===== src/rtl/xnor_cmp_scheduler.sv =====
// Round-robin shared bit-serial XNOR equality comparator; req -> done in WIDTH+1 cycles, fixed.
// No queueing: requests seen only in IDLE, a held req is re-arbitrated on return to IDLE.
module xnor_cmp_scheduler #(
  parameter int WIDTH = 8
) (
  input  logic             clk,
  input  logic             rst_n,
  input  logic             req0,
  input  logic [WIDTH-1:0] a0,
  input  logic [WIDTH-1:0] b0,
  input  logic             req1,
  input  logic [WIDTH-1:0] a1,
  input  logic [WIDTH-1:0] b1,
  output logic [1:0]       gnt,
  output logic             busy,
  output logic             done,
  output logic             done_id,
  output logic             eq
);

  localparam int CW = $clog2(WIDTH + 1);

  typedef enum logic [1:0] {IDLE, SHIFT, DONE} state_t;

  state_t           state_q, state_d;
  logic             ptr_q, ptr_d;
  logic [WIDTH-1:0] sha_q, sha_d;
  logic [WIDTH-1:0] shb_q, shb_d;
  logic [CW-1:0]    cnt_q, cnt_d;
  logic             acc_q, acc_d;
  logic             id_q, id_d;
  logic [1:0]       gnt_q, gnt_d;
  logic             busy_q, busy_d;
  logic             done_q, done_d;
  logic             done_id_q, done_id_d;
  logic             eq_q, eq_d;
  logic             sel;
  logic             bit_ok;

  always_comb begin
    state_d   = state_q;
    ptr_d     = ptr_q;
    sha_d     = sha_q;
    shb_d     = shb_q;
    cnt_d     = cnt_q;
    acc_d     = acc_q;
    id_d      = id_q;
    gnt_d     = 2'b00;
    done_d    = 1'b0;
    done_id_d = done_id_q;
    eq_d      = eq_q;
    sel       = 1'b0;
    bit_ok    = ~(sha_q[0] ^ shb_q[0]);

    case (state_q)
      IDLE: begin
        if (req0 || req1) begin
          // Contention resolved by the pointer; a lone requester always wins.
          sel     = (req0 && req1) ? ptr_q : req1;
          sha_d   = sel ? a1 : a0;
          shb_d   = sel ? b1 : b0;
          cnt_d   = '0;
          acc_d   = 1'b1;
          gnt_d   = sel ? 2'b10 : 2'b01;
          id_d    = sel;
          state_d = SHIFT;
        end
      end
      SHIFT: begin
        acc_d = acc_q & bit_ok;
        sha_d = sha_q >> 1;
        shb_d = shb_q >> 1;
        cnt_d = cnt_q + 1'b1;
        if (cnt_q == CW'(WIDTH - 1)) begin
          state_d   = DONE;
          done_d    = 1'b1;
          eq_d      = acc_q & bit_ok;
          done_id_d = id_q;
          ptr_d     = ~id_q;
        end
      end
      DONE: begin
        state_d = IDLE;
      end
      default: begin
        state_d = IDLE;
      end
    endcase

    busy_d = (state_d != IDLE);
  end

  always_ff @(posedge clk or negedge rst_n) begin
    if (!rst_n) begin
      state_q   <= IDLE;
      ptr_q     <= 1'b0;
      sha_q     <= '0;
      shb_q     <= '0;
      cnt_q     <= '0;
      acc_q     <= 1'b1;
      id_q      <= 1'b0;
      gnt_q     <= 2'b00;
      busy_q    <= 1'b0;
      done_q    <= 1'b0;
      done_id_q <= 1'b0;
      eq_q      <= 1'b0;
    end else begin
      state_q   <= state_d;
      ptr_q     <= ptr_d;
      sha_q     <= sha_d;
      shb_q     <= shb_d;
      cnt_q     <= cnt_d;
      acc_q     <= acc_d;
      id_q      <= id_d;
      gnt_q     <= gnt_d;
      busy_q    <= busy_d;
      done_q    <= done_d;
      done_id_q <= done_id_d;
      eq_q      <= eq_d;
    end
  end

  assign gnt     = gnt_q;
  assign busy    = busy_q;
  assign done    = done_q;
  assign done_id = done_id_q;
  assign eq      = eq_q;

endmodule


===== config.mk =====
export PLATFORM = sky130hd
export DESIGN_NAME = xnor_cmp_scheduler
export DESIGN_NICKNAME = d
export VERILOG_FILES = /design/src/rtl/xnor_cmp_scheduler.sv
export SDC_FILE = /design/constraint.sdc
export NUM_CORES = 1
export LEC_CHECK = 0
export CORE_ASPECT_RATIO = 1.75
export CORE_MARGIN = 4
export CORE_UTILIZATION = 30
export CTS_CLUSTER_DIAMETER = 200
export DETAILED_ROUTE_END_ITERATION = 7
export SETUP_SLACK_MARGIN = 0.2
export SLEW_MARGIN = 30
export SYNTH_ARGS = -nofsm -noshare
export SYNTH_HDL_FRONTEND = slang
export SYNTH_SLANG_ARGS = --single-unit

===== constraint.sdc =====
create_clock -name clk -period 1.24 [get_ports clk]
set_input_delay 0.248 -clock clk [delete_from_list [all_inputs] [get_ports clk]]
set_output_delay 0.248 -clock clk [all_outputs]
set_load 0.01 [all_outputs]

==> results of run 1 <==
-- area by class of cell --
class / instances / share of cell area, %
clock buffer: 7 / 3.52
clock inverter: 1 / 0.204
inverter: 6 / 0.919
multi-input combinational: 82 / 29.9
sequential: 31 / 31.8
tap: 52 / 2.66
timing repair buffer: 69 / 30.9
-- cell families (layout without fill, tap and decap cells) --
logic type / after synthesis / count (layout)
AOI/OAI and AO/OA: 42 / 42
DFF: 31 / 31
and+or+nand+nor: 20 / 20
muxes: 18 / 18
buffers and inverters: 14 / 83
adders and majority gates: 1 / 1
xor gates and xnor gates: 1 / 1
-- cell usage in the layout, fill, tap and decap left out, types with 2 or more instances in the layout --
cell                              count
sky130_fd_sc_hd__buf_16               3
sky130_fd_sc_hd__nor3_2               2
sky130_fd_sc_hd__inv_2                2
sky130_fd_sc_hd__nand3_1              2
sky130_fd_sc_hd__nand3_2              2
sky130_fd_sc_hd__a22oi_1             14
sky130_fd_sc_hd__buf_12               5
sky130_fd_sc_hd__buf_2                6
sky130_fd_sc_hd__buf_6                6
sky130_fd_sc_hd__nand2_1              3
sky130_fd_sc_hd__dfrtp_2              2
sky130_fd_sc_hd__mux2i_1             13
sky130_fd_sc_hd__a21oi_2              2
sky130_fd_sc_hd__o21ai_4              2
sky130_fd_sc_hd__nand2_2              3
sky130_fd_sc_hd__mux2i_2              3
sky130_fd_sc_hd__clkdlybuf4s50_1     33
sky130_fd_sc_hd__buf_4               12
sky130_fd_sc_hd__dfrtp_1             28
sky130_fd_sc_hd__o21ai_2             10
sky130_fd_sc_hd__inv_1                4
sky130_fd_sc_hd__dlygate4sd2_1        2
sky130_fd_sc_hd__clkbuf_8             6
sky130_fd_sc_hd__o21ai_1             11
-- state kept, by name (all words and copies together), names as in the netlist, 2 cells and up --
name and cells:
sha_q 8, shb_q 8, cnt_q 4, gnt 2, state_q 2
-- report_power, final --
| part | switching (mW) | total [mW] | internal [mW] |
|---|---|---|---|
| Combinational | 1.01 | 2.27 | 1.26 |
| Sequential | 0.303 | 1.72 | 1.42 |
| Clock | 0.363 | 0.810 | 0.447 |
-- layer usage --
metal | up-vias | wire [um]
met5 | - | 0
met4 | 0 | 56
met3 | 5 | 188
met2 | 37 | 2310
met1 | 623 | 1340
li1 | 595 | -
-- stage by stage --
stage / setup WS, ps / util, %
after global placement: -356 / 42.8
final: -76.4 / 52.0
after detailed placement: -401 / 42.8
after CTS: -62.8 / 49.8
after global routing: -147 / 52.0
after floorplan: -60.8 / -
-- final timing paths --
path	endpoint	cells past startpoint
worst max register to register	shb_q[0]	5
worst max-delay path	shb_q[0]	5
worst min register to register	ptr_q	1
min in group clk	ptr_q	1
max in group asynchronous	acc_q	2
worst min-delay path	shb_q[2]	2
-- what timing repair did --
action,4_1_cts,5_1_grt
pin swaps,3,2
hold buffers,0,0
endpoints found under the setup margin,36,37
setup buffers,7,4
cloned,4,1
resized for setup,54,23
==> results_dict.tcl, run 1 <==
set metrics [dict create \
    number_of_distinct_standard_cells_referenced_by_the_synthesized_netlist 27 \
    fp.dieArea_sq_um 6070 \
    synth_ff_type "sky130_fd_sc_hd__dfrtp_1" \
    instances_no_fill 248 \
    netlist_top_cells_area "sky130_fd_sc_hd__dfrtp_1 (52%), sky130_fd_sc_hd__mux2i_1 (12%), sky130_fd_sc_hd__a22oi_1 (7.2%)" \
    core_footprint_sq_um 4710 \
    boundaryPins 42 \
    slew_viol_final 0 \
    drv_cap 0 \
    drc 0 \
    synth_fp_nets 164 \
    ys_async_sr_fraction_pct 100 \
    synth_xor_xnor_area_share_pct 0.602 \
    cellPowerDensity_nw_per_um2 1960 \
    layout_worst_path_cycle_share_pct 106 \
    synth_cells 127 \
    multi_input_comb_area_sq_um 733 \
    layout_net_count 232 \
    grt_busiest_layer "met2" \
    antenna_found_initial 0 \
    timing_hold_violations_final 0 \
    upper_clock_frequency_limit_mhz 760 \
    setup.reg_to_reg.worst_slack_ps -80 \
    hold_ws_ps 328 \
    layout-drive-gt1-share_pct 40.3 \
    drt-pass1-iter-count 4 \
    seq_area_frac_synth_pct 53.4 \
    cts_max_level 2 \
    syn-mean-instance-area_sq_um 11.4 \
    grt_setup_unrepaired "true" \
    critical_path.max_fanout 5 \
    use_met2_pct 24.6 \
    detailed_place_hpwl_um 2420 \
    setup_tns_ps -859 \
    clkTransAtPathRegs_ps 70 \
    path_delay_family "flip-flops" \
    cts_made_buffers 5 \
    synth_edf_count 0 \
    root_buffer "sky130_fd_sc_hd__clkbuf_8" \
    setup.worst_path.start_class "flop" \
    fraction_of_the_mapped_netlist_area_in_adder_cells_pct 0.861 \
    use_met3_pct 3.99 \
    track_usage_pct 14.0 \
    peak_supply_drop_v 0.000982 \
    timing.slew.headroom_pct 71.5 \
    placedInstanceArea_sq_um 2020 \
    muxShareOfSynthArea_pct 12.7 \
    post-synth-top-area-fraction_pct 51.6 \
    initial_utilization_pct 30.9 \
    clock_latency_at_the_later_pin_of_the_worst_skew_pair_ps 280 \
    numPortBuffers 41 \
    synth_top_family_by_area "compound AO/OA/AOI/OAI gates" \
    crit_path_max_incr_delay_ps 410 \
    crit_arrival_ps 1470 \
    synth.cell_area_sq_um 1450 \
    grt_max_degree 32 \
    worst_path_buf_inv 2 \
    path_type_of_the_worst_setup_path "reg2reg" \
    finalClockSkew_ps 7.49 \
    vias 1260 \
    num_antenna_cells 0 \
    antenna_violating_nets_post_route 0 \
    cts_buffer_depth 2 \
    first_global_vias 1363 \
    gpl.final_weighted_congestion 0.728 \
    nFillCells 437 \
    timing.critical_path.slowest_stage_cell "sky130_fd_sc_hd__dfrtp_1" \
    setup.worst_path.start "ptr_q" \
    finalSetupViolCount 20 \
    synthToLayoutAreaGrowth_pct 68.5 \
    avgRoutedWirePerCell_um 15.7 \
    ffs_latches_synth 31 \
    power_mw 4.80 \
    chipWidth_um 60.6 \
    p_leak_nw 1.08 \
    cts_num_sinks 31 \
    post_synth_most_frequent_cells "sky130_fd_sc_hd__dfrtp_1 (30), sky130_fd_sc_hd__mux2i_1 (17), sky130_fd_sc_hd__a22oi_1 (14)" \
    yosys_warnings 0 \
    result_of_the_run "finished with violations" \
    final_cell_area_sq_um 2450 \
    total_global_routing_overflow 0 \
    fp.dieH_um 100 \
    post_synth_simple_gate_area_pct 7.49 \
    routed_via_density 5.08 \
    seq_area_sq_um 779 \
    worst_flop_to_flop_path_startpoint "ptr_q" \
    synth_top_area_cell "sky130_fd_sc_hd__dfrtp_1" \
    std_cell_rows 33 \
    synth_compound_area_share_pct 18.4 \
    tritoncts "done" \
    violations_in_the_final_reports "setup timing" \
    dp.cells 224 \
    drt-total-wl_um 3890 \
    holdCritPathClass "in2async" \
    worst-slew-pin-transition_ps 425 \
    first_pass_grt_wire_length_um 6300 \
    initialDrtViolationCount 33 \
    yosys.cell_count.top_type "sky130_fd_sc_hd__dfrtp_1" \
    worst_ep_required_time_ps 1400 \
    setup.worst_path.end_class "flop" \
    setup_ws_ps -76.4 \
    final.min_clock_period_ps 1320 \
    cp_cell_instances "o21ai_4 -> buf_4 -> buf_12 -> mux2i_2 -> o21ai_1" \
    groute.layer.met1.usage_pct 15.0 \
]
(Power assumes the default switching activity.)
==> run 2: changes to the inputs <==
--- a/config.mk
+++ b/config.mk
@@ -7,9 +7,11 @@
 export LEC_CHECK = 0
 export CORE_ASPECT_RATIO = 1.75
 export CORE_MARGIN = 4
-export CORE_UTILIZATION = 30
+export CORE_UTILIZATION = 42
 export CTS_CLUSTER_DIAMETER = 200
+export CTS_CLUSTER_SIZE = 12
 export DETAILED_ROUTE_END_ITERATION = 7
+export PLACE_DENSITY = 0.75
 export SETUP_SLACK_MARGIN = 0.2
 export SLEW_MARGIN = 30
 export SYNTH_ARGS = -nofsm -noshare
==> results_dict.tcl, run 2 (synthesized netlist as in run 1, its figures left out) <==
set metrics [dict create \
    result_of_the_run "finished with violations" \
    violations_in_the_final_reports "setup timing" \
    fp.dieH_um 85.8 \
    final_cell_area_sq_um 2510 \
    peak_supply_drop_v 0.00154 \
    drc 0 \
    r2r_cells 6 \
    upper_clock_frequency_limit_mhz 703 \
    cellPowerDensity_nw_per_um2 2000 \
    cts_buffer_depth 2 \
    setup.worst_path.start_class "flop" \
    drv_cap 0 \
    avgRoutedWirePerCell_um 18.3 \
    chipWidth_um 52.5 \
    timing_hold_violations_final 0 \
    numPortBuffers 41 \
    path_type_of_the_worst_setup_path "reg2reg" \
    fp.dieArea_sq_um 4500 \
    groute.layer.met1.usage_pct 19.3 \
    drt-total-wl_um 4600 \
    biggestRegsByFlops "sha_q: 8 flops, shb_q: 8 flops, cnt_q: 4 flops" \
    multi_input_comb_area_sq_um 713 \
    use_met2_pct 39.6 \
    layout_common_cells "sky130_fd_sc_hd__clkdlybuf4s50_1 (33), sky130_fd_sc_hd__dfrtp_1 (28), sky130_fd_sc_hd__o21ai_1 (20), sky130_fd_sc_hd__buf_4 (18), sky130_fd_sc_hd__mux2i_1 (15)" \
    timing.slew.headroom_pct 76.3 \
    synthToLayoutAreaGrowth_pct 72.5 \
    routed_via_density 5.30 \
    total_global_routing_overflow 0 \
    power_mw 5.02 \
    cellInternalPower_mw 3.18 \
    worst-slew-pin-transition_ps 355 \
    layout-drive-gt1-share_pct 39.3 \
    drt-pass1-iter-count 4 \
    finalClockSkew_ps 8.71 \
    first_pass_grt_wire_length_um 6730 \
    final.min_clock_period_ps 1420 \
    switchingPower_mw 1.84 \
    pwr-share-clk_pct 15.9 \
    setup_ws_ps -182 \
    layout_net_count 242 \
    std_cell_rows 28 \
    finalSetupViolCount 21 \
    first_global_vias 1428 \
    holdCritPathClass "in2async" \
    switching_share_pct 36.7 \
    cts_max_level 2 \
    tritoncts "done" \
    layout_commonest_cell "sky130_fd_sc_hd__clkdlybuf4s50_1" \
    worst_ep_required_time_ps 1390 \
    grt_busiest_layer "met2" \
    use_met3_pct 6.43 \
    antenna_violating_nets_post_route 0 \
    slew_viol_final 0 \
    num_antenna_cells 0 \
    pwr-share-comb_pct 49.2 \
    layout_worst_path_cycle_share_pct 115 \
    crit_arrival_ps 1570 \
    track_usage_pct 21.1 \
    initial_utilization_pct 43.2 \
    core_footprint_sq_um 3360 \
    critical_path.max_fanout 5 \
    antenna_found_initial 0 \
    vias 1330 \
    setup.worst_path.end_class "flop" \
    p_leak_nw 1.13 \
    root_buffer "sky130_fd_sc_hd__clkbuf_8" \
    grt_max_degree 20 \
    seq_area_sq_um 779 \
    cts_num_sinks 31 \
    holdBufCountCts 0 \
    gpl.final_weighted_congestion 0.691 \
    initialDrtViolationCount 54 \
    cts_made_buffers 5 \
    grt_setup_unrepaired "true" \
    placedInstanceArea_sq_um 2020 \
    boundaryPins 42 \
    nFillCells 239 \
    detailed_place_hpwl_um 2490 \
    clkTransAtPathRegs_ps 70 \
    clock_latency_at_the_later_pin_of_the_worst_skew_pair_ps 290 \
    seq_power_share_pct 34.9 \
]
run 2: changes by cell type in the layout (fill, tap and decap cells not counted), sizes merged:
cell,before,now
clkbuf,8,7
clkinvlp,0,2
clkdlybuf4s15,0,1
buf,33,41
run 2: critical path, cell delays in order (launching register included):
cell and delay (ps):
sky130_fd_sc_hd__dfrtp_2 440, sky130_fd_sc_hd__buf_4 160, sky130_fd_sc_hd__nand2b_4 90, sky130_fd_sc_hd__buf_4 160, sky130_fd_sc_hd__nor2_1 50, sky130_fd_sc_hd__o21ai_0 240
sky130_fd_sc_hd__o21ai_1 140
run 2: cell type report:
cell class | count | area share, %
timing repair buffer | 79 | 33.8
clock inverter | 3 | 0.798
sequential | 31 | 31.1
tap | 45 | 2.25
clock buffer | 5 | 2.74
multi-input combinational | 82 | 28.4
inverter | 6 | 0.898
run 2: path summary, 6_finish.rpt:
path | startpoint | endpoint | slack, ps
setup / recovery | state_q[0] | cnt_q[2] | -180
max in group asynchronous | rst_n | state_q[1] | 690
hold reg to reg | acc_q | acc_q | 500
setup reg to reg | state_q[0] | cnt_q[2] | -180
hold / removal | rst_n | busy | 280
min in group clk | acc_q | acc_q | 500
run 2: timing repair:
item	CTS	global route
buffers inserted	10	7
cloned	5	1
pin swaps	12	11
endpoints found under the setup margin	36	37
hold endpoints to repair	0	0
gates resized for setup	56	18
run 2: per-stage QoR:
stage	utilization (%)	worst slack, ps	cells	hold slack (ps)	TNS (ps)
final	74.6	-182	251	284	-823
after global routing	74.6	-176	251	306	-1940
after CTS	70.1	-44.1	243	281	-415
after detailed placement	60.0	-372	220	467	-7590
after global placement	60.0	-306	220	456	-6360
after floorplan	-	-60.8	127	-47.6	-60.8
run 2: per-layer routing:
metal  vias to the layer above  routed length (um)
met5                         -                   0
met4                         0                 123
met3                        13                 231
met2                        51                2730
met1                       651                1520
li1                        615                   -
run 2: power groups by stage:
stage,clock network (mW),logic [mW],registers [mW]
2_1_floorplan,0,1.02,1.68
3_3_place_gp,0,1.53,1.69
3_5_place_dp,0,1.61,1.72
4_1_cts,0.808,2.15,1.70
5_1_grt,0.847,2.66,1.79
6_report,0.799,2.47,1.75
==> run 3: changes to the inputs <==
--- a/config.mk
+++ b/config.mk
@@ -5,6 +5,7 @@
 export SDC_FILE = /design/constraint.sdc
 export NUM_CORES = 1
 export LEC_CHECK = 0
+export CAP_MARGIN = 20
 export CORE_ASPECT_RATIO = 1.75
 export CORE_MARGIN = 4
 export CORE_UTILIZATION = 42
==> results of run 3 <==
No change in the layout: final DEF, timing and power equal those of run 2.
